<file path="config.mk">
export PLATFORM = sky130hd
export DESIGN_NAME = lsu_seq
export DESIGN_NICKNAME = d
export VERILOG_FILES = /design/src/rtl/lsu_pkg.sv /design/src/rtl/lsu_extend.sv /design/src/rtl/lsu_seq.sv
export SDC_FILE = /design/constraint.sdc
export NUM_CORES = 1
export LEC_CHECK = 0
export ABC_AREA = 1
export BUFFER_PORTS_ARGS = -buffer_cell sky130_fd_sc_hd__buf_2
export CAP_MARGIN = 30
export CORE_ASPECT_RATIO = 0.7
export CORE_UTILIZATION = 47
export DETAILED_ROUTE_END_ITERATION = 16
export GPL_TIMING_DRIVEN = 0
export PLACE_DENSITY = 0.76
export REMOVE_ABC_BUFFERS = 1
export SLEW_MARGIN = 10
export SYNTH_ARGS = -nofsm -noshare
export SYNTH_HDL_FRONTEND = slang
export SYNTH_SLANG_ARGS = --single-unit
</file>
<file path="constraint.sdc">
create_clock -name clk -period 2.5 [get_ports clk]
set_input_delay 0.25 -clock clk [delete_from_list [all_inputs] [get_ports clk]]
set_output_delay 0.25 -clock clk [all_outputs]
set_load 0.03 [all_outputs]
</file>
<file path="src/rtl/lsu_pkg.sv">
// Shared types and helpers for the load/store sequencer: width codes, FSM states,
// byte-count lookup and load-result extension.
package lsu_pkg;

  localparam int RegWidth   = 64;
  localparam int ImmWidth   = 64;
  localparam int WdtTypeCnt = 4;

  localparam logic [WdtTypeCnt-1:0] Wdt8  = 4'b0001;
  localparam logic [WdtTypeCnt-1:0] Wdt16 = 4'b0010;
  localparam logic [WdtTypeCnt-1:0] Wdt32 = 4'b0100;
  localparam logic [WdtTypeCnt-1:0] Wdt64 = 4'b1000;

  typedef enum logic [2:0] {
    S_IDLE       = 3'd0,
    S_RD         = 3'd1,
    S_RD_WAIT    = 3'd2,
    S_RD_HI      = 3'd3,
    S_RD_HI_WAIT = 3'd4,
    S_ST         = 3'd5,
    S_RESP       = 3'd6
  } lsu_state_e;

  function automatic logic [3:0] wdt_bytes(input logic [WdtTypeCnt-1:0] wdt);
    logic [3:0] n;
    case (wdt)
      Wdt8:    n = 4'd1;
      Wdt16:   n = 4'd2;
      Wdt32:   n = 4'd4;
      Wdt64:   n = 4'd8;
      default: n = 4'd1;
    endcase
    return n;
  endfunction

  function automatic logic [63:0] ext_load(input logic [63:0] d,
                                           input logic [WdtTypeCnt-1:0] wdt,
                                           input logic uns);
    logic [63:0] r;
    case (wdt)
      Wdt8:    r = uns ? {56'd0, d[7:0]}  : {{56{d[7]}},  d[7:0]};
      Wdt16:   r = uns ? {48'd0, d[15:0]} : {{48{d[15]}}, d[15:0]};
      Wdt32:   r = uns ? {32'd0, d[31:0]} : {{32{d[31]}}, d[31:0]};
      Wdt64:   r = d;
      default: r = d;
    endcase
    return r;
  endfunction

endpackage

</file>
<file path="src/rtl/lsu_extend.sv">
// Combinational load-result path: lane merge for split reads, then sign/zero
// extension to 64 bits.
module lsu_extend
  import lsu_pkg::*;
(
  input  logic [63:0]           i_lo,
  input  logic [63:0]           i_hi,
  input  logic [2:0]            i_off,
  input  logic                  i_split,
  input  logic [WdtTypeCnt-1:0] i_wdt,
  input  logic                  i_uns,
  output logic [63:0]           o_data
);

  logic [127:0] w_merged;
  logic [63:0]  w_lane;

  assign w_merged = {i_hi, i_lo} >> {i_off, 3'b000};

  // Pick merged lanes for a split access, otherwise the RAM already lane-muxed.
  always_comb begin
    w_lane = i_lo;
    if (i_split) begin
      w_lane = w_merged[63:0];
    end else begin
      w_lane = i_lo;
    end
    o_data = ext_load(w_lane, i_wdt, i_uns);
  end

endmodule

</file>
<file path="src/rtl/lsu_seq.sv">
// Load/store sequencer between execute and the RAM block. Define LSU_MISALIGN_EN
// to split doubleword-crossing loads into two reads; otherwise they fault.
module lsu_seq
  import lsu_pkg::*;
(
  input  logic                  clk,
  input  logic                  rst,
  input  logic                  ex_valid,
  output logic                  ex_ready,
  input  logic                  ex_load,
  input  logic                  ex_store,
  input  logic                  ex_unsigned,
  input  logic [WdtTypeCnt-1:0] ex_wdt,
  input  logic [RegWidth-1:0]   ex_addr,
  input  logic [RegWidth-1:0]   ex_wdata,
  input  logic [4:0]            ex_rd,
  output logic                  mem_ren,
  output logic                  mem_wen,
  output logic [RegWidth-1:0]   mem_raddr,
  output logic [RegWidth-1:0]   mem_waddr,
  output logic [RegWidth-1:0]   mem_wdata,
  output logic [WdtTypeCnt-1:0] mem_wdt,
  input  logic [ImmWidth-1:0]   mem_rdata,
  output logic                  wb_valid,
  input  logic                  wb_ready,
  output logic [63:0]           wb_data,
  output logic [4:0]            wb_rd,
  output logic                  lsu_misalign
);

  lsu_state_e            r_state;
  logic                  r_mem_ren;
  logic                  r_mem_wen;
  logic [RegWidth-1:0]   r_mem_raddr;
  logic [RegWidth-1:0]   r_mem_waddr;
  logic [RegWidth-1:0]   r_mem_wdata;
  logic [WdtTypeCnt-1:0] r_mem_wdt;
  logic                  r_wb_valid;
  logic [63:0]           r_wb_data;
  logic [4:0]            r_wb_rd;
  logic                  r_misalign;
  logic [WdtTypeCnt-1:0] r_wdt;
  logic                  r_uns;
  logic [RegWidth-1:0]   r_addr;
  logic [RegWidth-1:0]   r_wdata;
  logic [2:0]            r_cnt;
  logic [3:0]            r_n;

  logic [3:0]  w_bytes;
  logic        w_legal;
  logic        w_accept;
  logic        w_split_req;
  logic        w_fault;
  logic [2:0]  w_next;
  logic [63:0] w_ext;
  logic [63:0] w_ext_lo;
  logic [63:0] w_ext_hi;
  logic [2:0]  w_ext_off;
  logic        w_ext_split;

  assign w_bytes  = wdt_bytes(ex_wdt);
  assign w_legal  = ex_load ^ ex_store;
  assign ex_ready = (r_state == S_IDLE) && !rst;
  assign w_accept = ex_valid && ex_ready;
  assign w_next   = r_cnt + 3'd1;

`ifdef LSU_MISALIGN_EN
  logic        r_split;
  logic [2:0]  r_off;
  logic [63:0] r_lo;

  assign w_split_req = ({1'b0, ex_addr[2:0]} + w_bytes) > 4'd8;
  assign w_fault     = 1'b0;
  assign w_ext_lo    = r_split ? r_lo : mem_rdata;
  assign w_ext_hi    = mem_rdata;
  assign w_ext_off   = r_off;
  assign w_ext_split = r_split;
`else
  assign w_split_req = 1'b0;
  assign w_fault     = ({1'b0, ex_addr[2:0]} & (w_bytes - 4'd1)) != 4'd0;
  assign w_ext_lo    = mem_rdata;
  assign w_ext_hi    = 64'd0;
  assign w_ext_off   = 3'd0;
  assign w_ext_split = 1'b0;
`endif

  lsu_extend u_extend (
    .i_lo    (w_ext_lo),
    .i_hi    (w_ext_hi),
    .i_off   (w_ext_off),
    .i_split (w_ext_split),
    .i_wdt   (r_wdt),
    .i_uns   (r_uns),
    .o_data  (w_ext)
  );

  // Strobes are gated by rst so a reset cycle never reaches the RAM.
  assign mem_ren      = r_mem_ren & ~rst;
  assign mem_wen      = r_mem_wen & ~rst;
  assign mem_raddr    = r_mem_raddr;
  assign mem_waddr    = r_mem_waddr;
  assign mem_wdata    = r_mem_wdata;
  assign mem_wdt      = r_mem_wdt;
  assign wb_valid     = r_wb_valid;
  assign wb_data      = r_wb_data;
  assign wb_rd        = r_wb_rd;
  assign lsu_misalign = r_misalign;

  // Sequencer FSM with registered RAM and writeback outputs.
  always_ff @(posedge clk) begin
    if (rst) begin
      r_state     <= S_IDLE;
      r_mem_ren   <= 1'b0;
      r_mem_wen   <= 1'b0;
      r_mem_raddr <= 64'd0;
      r_mem_waddr <= 64'd0;
      r_mem_wdata <= 64'd0;
      r_mem_wdt   <= Wdt8;
      r_wb_valid  <= 1'b0;
      r_wb_data   <= 64'd0;
      r_wb_rd     <= 5'd0;
      r_misalign  <= 1'b0;
      r_wdt       <= Wdt8;
      r_uns       <= 1'b0;
      r_addr      <= 64'd0;
      r_wdata     <= 64'd0;
      r_cnt       <= 3'd0;
      r_n         <= 4'd0;
`ifdef LSU_MISALIGN_EN
      r_split     <= 1'b0;
      r_off       <= 3'd0;
      r_lo        <= 64'd0;
`endif
    end else begin
      r_misalign <= 1'b0;
      case (r_state)
        S_IDLE: begin
          if (w_accept && w_legal) begin
            r_wdt <= ex_wdt;
            r_uns <= ex_unsigned;
            if (ex_load) begin
              if (w_fault) begin
                r_misalign <= 1'b1;
              end else begin
                r_state     <= S_RD;
                r_mem_ren   <= 1'b1;
                r_mem_raddr <= w_split_req ? {ex_addr[63:3], 3'b000} : ex_addr;
                r_mem_wdt   <= w_split_req ? Wdt64 : ex_wdt;
                r_wb_rd     <= ex_rd;
`ifdef LSU_MISALIGN_EN
                r_split     <= w_split_req;
                r_off       <= ex_addr[2:0];
`endif
              end
            end else begin
              r_state     <= S_ST;
              r_mem_wen   <= 1'b1;
              r_mem_waddr <= ex_addr;
              r_mem_wdata <= {56'd0, ex_wdata[7:0]};
              r_mem_wdt   <= Wdt8;
              r_addr      <= ex_addr;
              r_wdata     <= ex_wdata;
              r_cnt       <= 3'd0;
              r_n         <= w_bytes;
            end
          end
        end
        S_RD: begin
          r_mem_ren <= 1'b0;
          r_state   <= S_RD_WAIT;
        end
        S_RD_WAIT: begin
`ifdef LSU_MISALIGN_EN
          if (r_split) begin
            r_lo        <= mem_rdata;
            r_mem_ren   <= 1'b1;
            r_mem_raddr <= r_mem_raddr + 64'd8;
            r_state     <= S_RD_HI;
          end else begin
            r_wb_data  <= w_ext;
            r_wb_valid <= 1'b1;
            r_state    <= S_RESP;
          end
`else
          r_wb_data  <= w_ext;
          r_wb_valid <= 1'b1;
          r_state    <= S_RESP;
`endif
        end
`ifdef LSU_MISALIGN_EN
        S_RD_HI: begin
          r_mem_ren <= 1'b0;
          r_state   <= S_RD_HI_WAIT;
        end
        S_RD_HI_WAIT: begin
          r_wb_data  <= w_ext;
          r_wb_valid <= 1'b1;
          r_state    <= S_RESP;
        end
`endif
        S_ST: begin
          if ({1'b0, r_cnt} + 4'd1 == r_n) begin
            r_mem_wen <= 1'b0;
            r_state   <= S_IDLE;
          end else begin
            r_cnt       <= w_next;
            r_mem_waddr <= r_addr + {61'd0, w_next};
            r_mem_wdata <= {56'd0, r_wdata[{w_next, 3'b000} +: 8]};
          end
        end
        S_RESP: begin
          if (wb_ready) begin
            r_wb_valid <= 1'b0;
            r_state    <= S_IDLE;
          end
        end
        default: begin
          r_state <= S_IDLE;
        end
      endcase
    end
  end

endmodule
</file>
==> results.toml <==
[run_status]
status = "finished, final reports clean"

[cts]
cts_buffers = 36
root_buffer = "clkbuf_16"
cts.sinks = 356
clock_latency_ps = 540
cts_tree = "done"
cts_max_path_buffers = 3
clk_pin_slew_worst_paths_ps = 70
htreeDepth = 2

[placement]
gp_congestion = 0.9233
hpwl_mm = 37.21
io_buffers = 421

[critical_path]
cp.arrival_ps = 2870
path_buf_inv = 3
r2r_slack_ps = 40
cp.required_ps = 2910
crit_fanout = 15
cp-end-kind = "register"
crit_path_top_delay_cell = "nand4_2"
path_cells = "inv_1, nand2_1, nor2_4, nand2_2, nor2_8, buf_4, buf_4, nand4_2, nand2_1, a21oi_1"
crit_type = "register to register"
cp_slowest_stage_delay_ps = 590
worst_path_dominant_cell_family = "simple AND/OR/NAND/NOR gates"
crit_path_start_kind = "register"

[logic_synthesis]
synthesis.instances = 2361
seq_area_frac_synth_pct = 43.32
synth_seq_cells = 356
ys.warnings.count = 0
synth.avg_cell_area_um2 = 6.968
synth_area_leaders = "dfxtp_1 (43%), nand2_1 (11%), o21ai_0 (9.9%)"
synth_largest_area_cell = "dfxtp_1"
ys_types = 42
synth_top_area_share_pct = 43.32
synth-edff-count = 0
synth_ff_type = "dfxtp_1"
syn_area_um2 = 16450
synthArstFlopShare_pct = 0

[power]
totalPowerFinal_mw = 14.81
powerDensity_nw_per_um2 = 661.3
p_leak_nw = 9.825
peakVddDrop_uv = 606.8

[floorplan]
row_count = 56
core_um2 = 33980
start_util_pct = 48.41
die_y_um = 158.5
die_w_um = 225.6
die-area_um2 = 35770
boundaryPins = 478

[timing]
finalSetupViolCount = 0
whs_ps = 17.34
grt_setup_unrepaired = "yes"
skew_ps = 17.79
slew_headroom_pct = 48.24
hold_viol_final = 0
worst_pin_slew_ps = 774.6
fin_crit_ps = 2456
max_freq_ghz = 0.4072
slew_viol_final = 0
min_period_over_period_pct = 98.23

[global_route]
gr-total-overflow = 0
grt_max_degree = 79
grt_util_all_layers_pct = 34.06
antenna_found_initial = 2
grt_first_pass_wirelength_mm = 95.98
grt_pass1_vias = 17850

[finish]
area_delta_synth_final_pct = 36.12
drive_gt1_share_pct = 20.85
final_util_pct = 65.90
nets = 3121
layout_commonest_cell = "nand2_1"
final_cell_mix = "nand2_1 (470), buf_2 (421), dfxtp_1 (353)"

[routing]
routedWlPerCell_um = 19.17
route.detailed.drc = 0
drtIter0Drc = 2084
viasPerCell = 5.570
dr.pass1.iters = 8
wl_mm = 65.21
ant_nets = 0
via_count = 18950

[run]
maxCapViolCount = 0

[hold_path]
hold_path_class = "input pin to register"
-- stage by stage --
| stage | TNS [ps] | area, µm² | worst slack, ps | std cells |
|---|---|---|---|---|
| 6_report | 0 | 22390 | 44.36 | 3401 |
| 5_1_grt | -78.54 | 22390 | -22.29 | 3399 |
| 4_1_cts | -42.80 | 22030 | -32.19 | 3383 |
| 3_5_place_dp | -365400 | 18550 | -2025 | 3115 |
| 3_3_place_gp | -2369290 | 18220 | -7977 | 3102 |
| 2_1_floorplan | -898370 | 15530 | -3323 | 2217 |
-- Yosys cell counts (2+ instances only) --
cell type	count
a22oi_1	31
buf_2	34
nand4_1	21
buf_1	5
inv_2	3
or2_2	5
ha_1	4
nand3_1	84
xnor2_1	4
xor2_1	22
nor3_1	5
o21ai_1	16
nand2_4	2
nor2_1	334
and2_1	2
nand2_1	481
o221ai_1	8
nor2_2	6
buf_6	16
a211oi_1	3
a21oi_1	271
a31oi_1	3
nor3_2	2
buf_4	58
dfxtp_1	356
clkbuf_1	86
o21ai_0	327
inv_1	158
-- layer usage --
metal	GRT usage [%]	wire length, µm	up-vias
li1	-	-	8741
met1	42.57	25840	8773
met2	56.73	30120	1169
met4	16.07	3034	2
met3	6.717	6202	260
met5	0	11	-
-- worst reg2reg max path: stages, from the launching register on --
cell and delay, ps:
dfxtp_1 300, inv_1 170, nand2_1 140, nor2_4 160, nand2_2 110, nor2_8 130
buf_4 140, buf_4 150, nand4_2 590, nand2_1 320, a21oi_1 120
-- state kept, by name, indices dropped and copies added, names as in the netlist --
register	count
mem_raddr	64
mem_waddr	64
r_addr	64
r_wdata	64
wb_data	64
mem_wdata	8
wb_rd	5
mem_wdt	4
r_n	4
r_wdt	4
r_cnt	3
r_state	3
lsu_misalign	1
r_mem_ren	1
r_mem_wen	1
r_uns	1
wb_valid	1
-- worst paths after layout --
kind / startpoint / endpoint / depth (start not counted)
setup / recovery: r_state[1] / wb_rd[2] / 10
hold / removal: ex_addr[32] / mem_raddr[32] / 3
setup reg to reg: r_state[1] / wb_rd[2] / 10
hold reg to reg: r_wdata[26] / r_wdata[26] / 2
-- kinds of logic (layout without fill, tap and decap cells) --
| logic type | after synthesis | after routing | synth area share, % |
|---|---|---|---|
| buffers and inverters | 361 | 873 | 10.56 |
| flip-flops | 356 | 356 | 43.32 |
| other | 1 | 58 | 0.02279 |
| AND/OR/NAND/NOR | 949 | 955 | 23.32 |
| XOR/XNOR | 26 | 26 | 1.384 |
| AO/OA/AOI/OAI | 663 | 664 | 20.98 |
| adder cells (fa/ha/maj) | 5 | 5 | 0.4259 |
-- timing repair --
item | CTS | global route
setup buffers | 15 | 12
hold buffers | 177 | 0
resized for setup | 49 | 37
gates cloned | 11 | 4
pin swaps | 9 | 10
setup endpoints to repair | 296 | 220
hold endpoints to repair | 188 | 0
-- cell type report --
class                      count  area [µm²]
fill                        2779       11590
multi-input combinational   1706        8190
sequential                   356        7133
timing repair buffer         644        4596
clock buffer                  50        1045
inverter                     162       663.1
tap                          464       580.6
clock inverter                15       167.7
timing repair inverter         2       13.76
antenna                        2       5.005
-- power breakdown --
| group | internal (mW) | switching, mW |
|---|---|---|
| combinational | 0.966 | 1.88 |
| clock | 3.26 | 2.43 |
| sequential | 6.04 | 0.248 |
| total | 10.3 | 4.55 |
No activity file was read; power rests on OpenSTA's default activity.
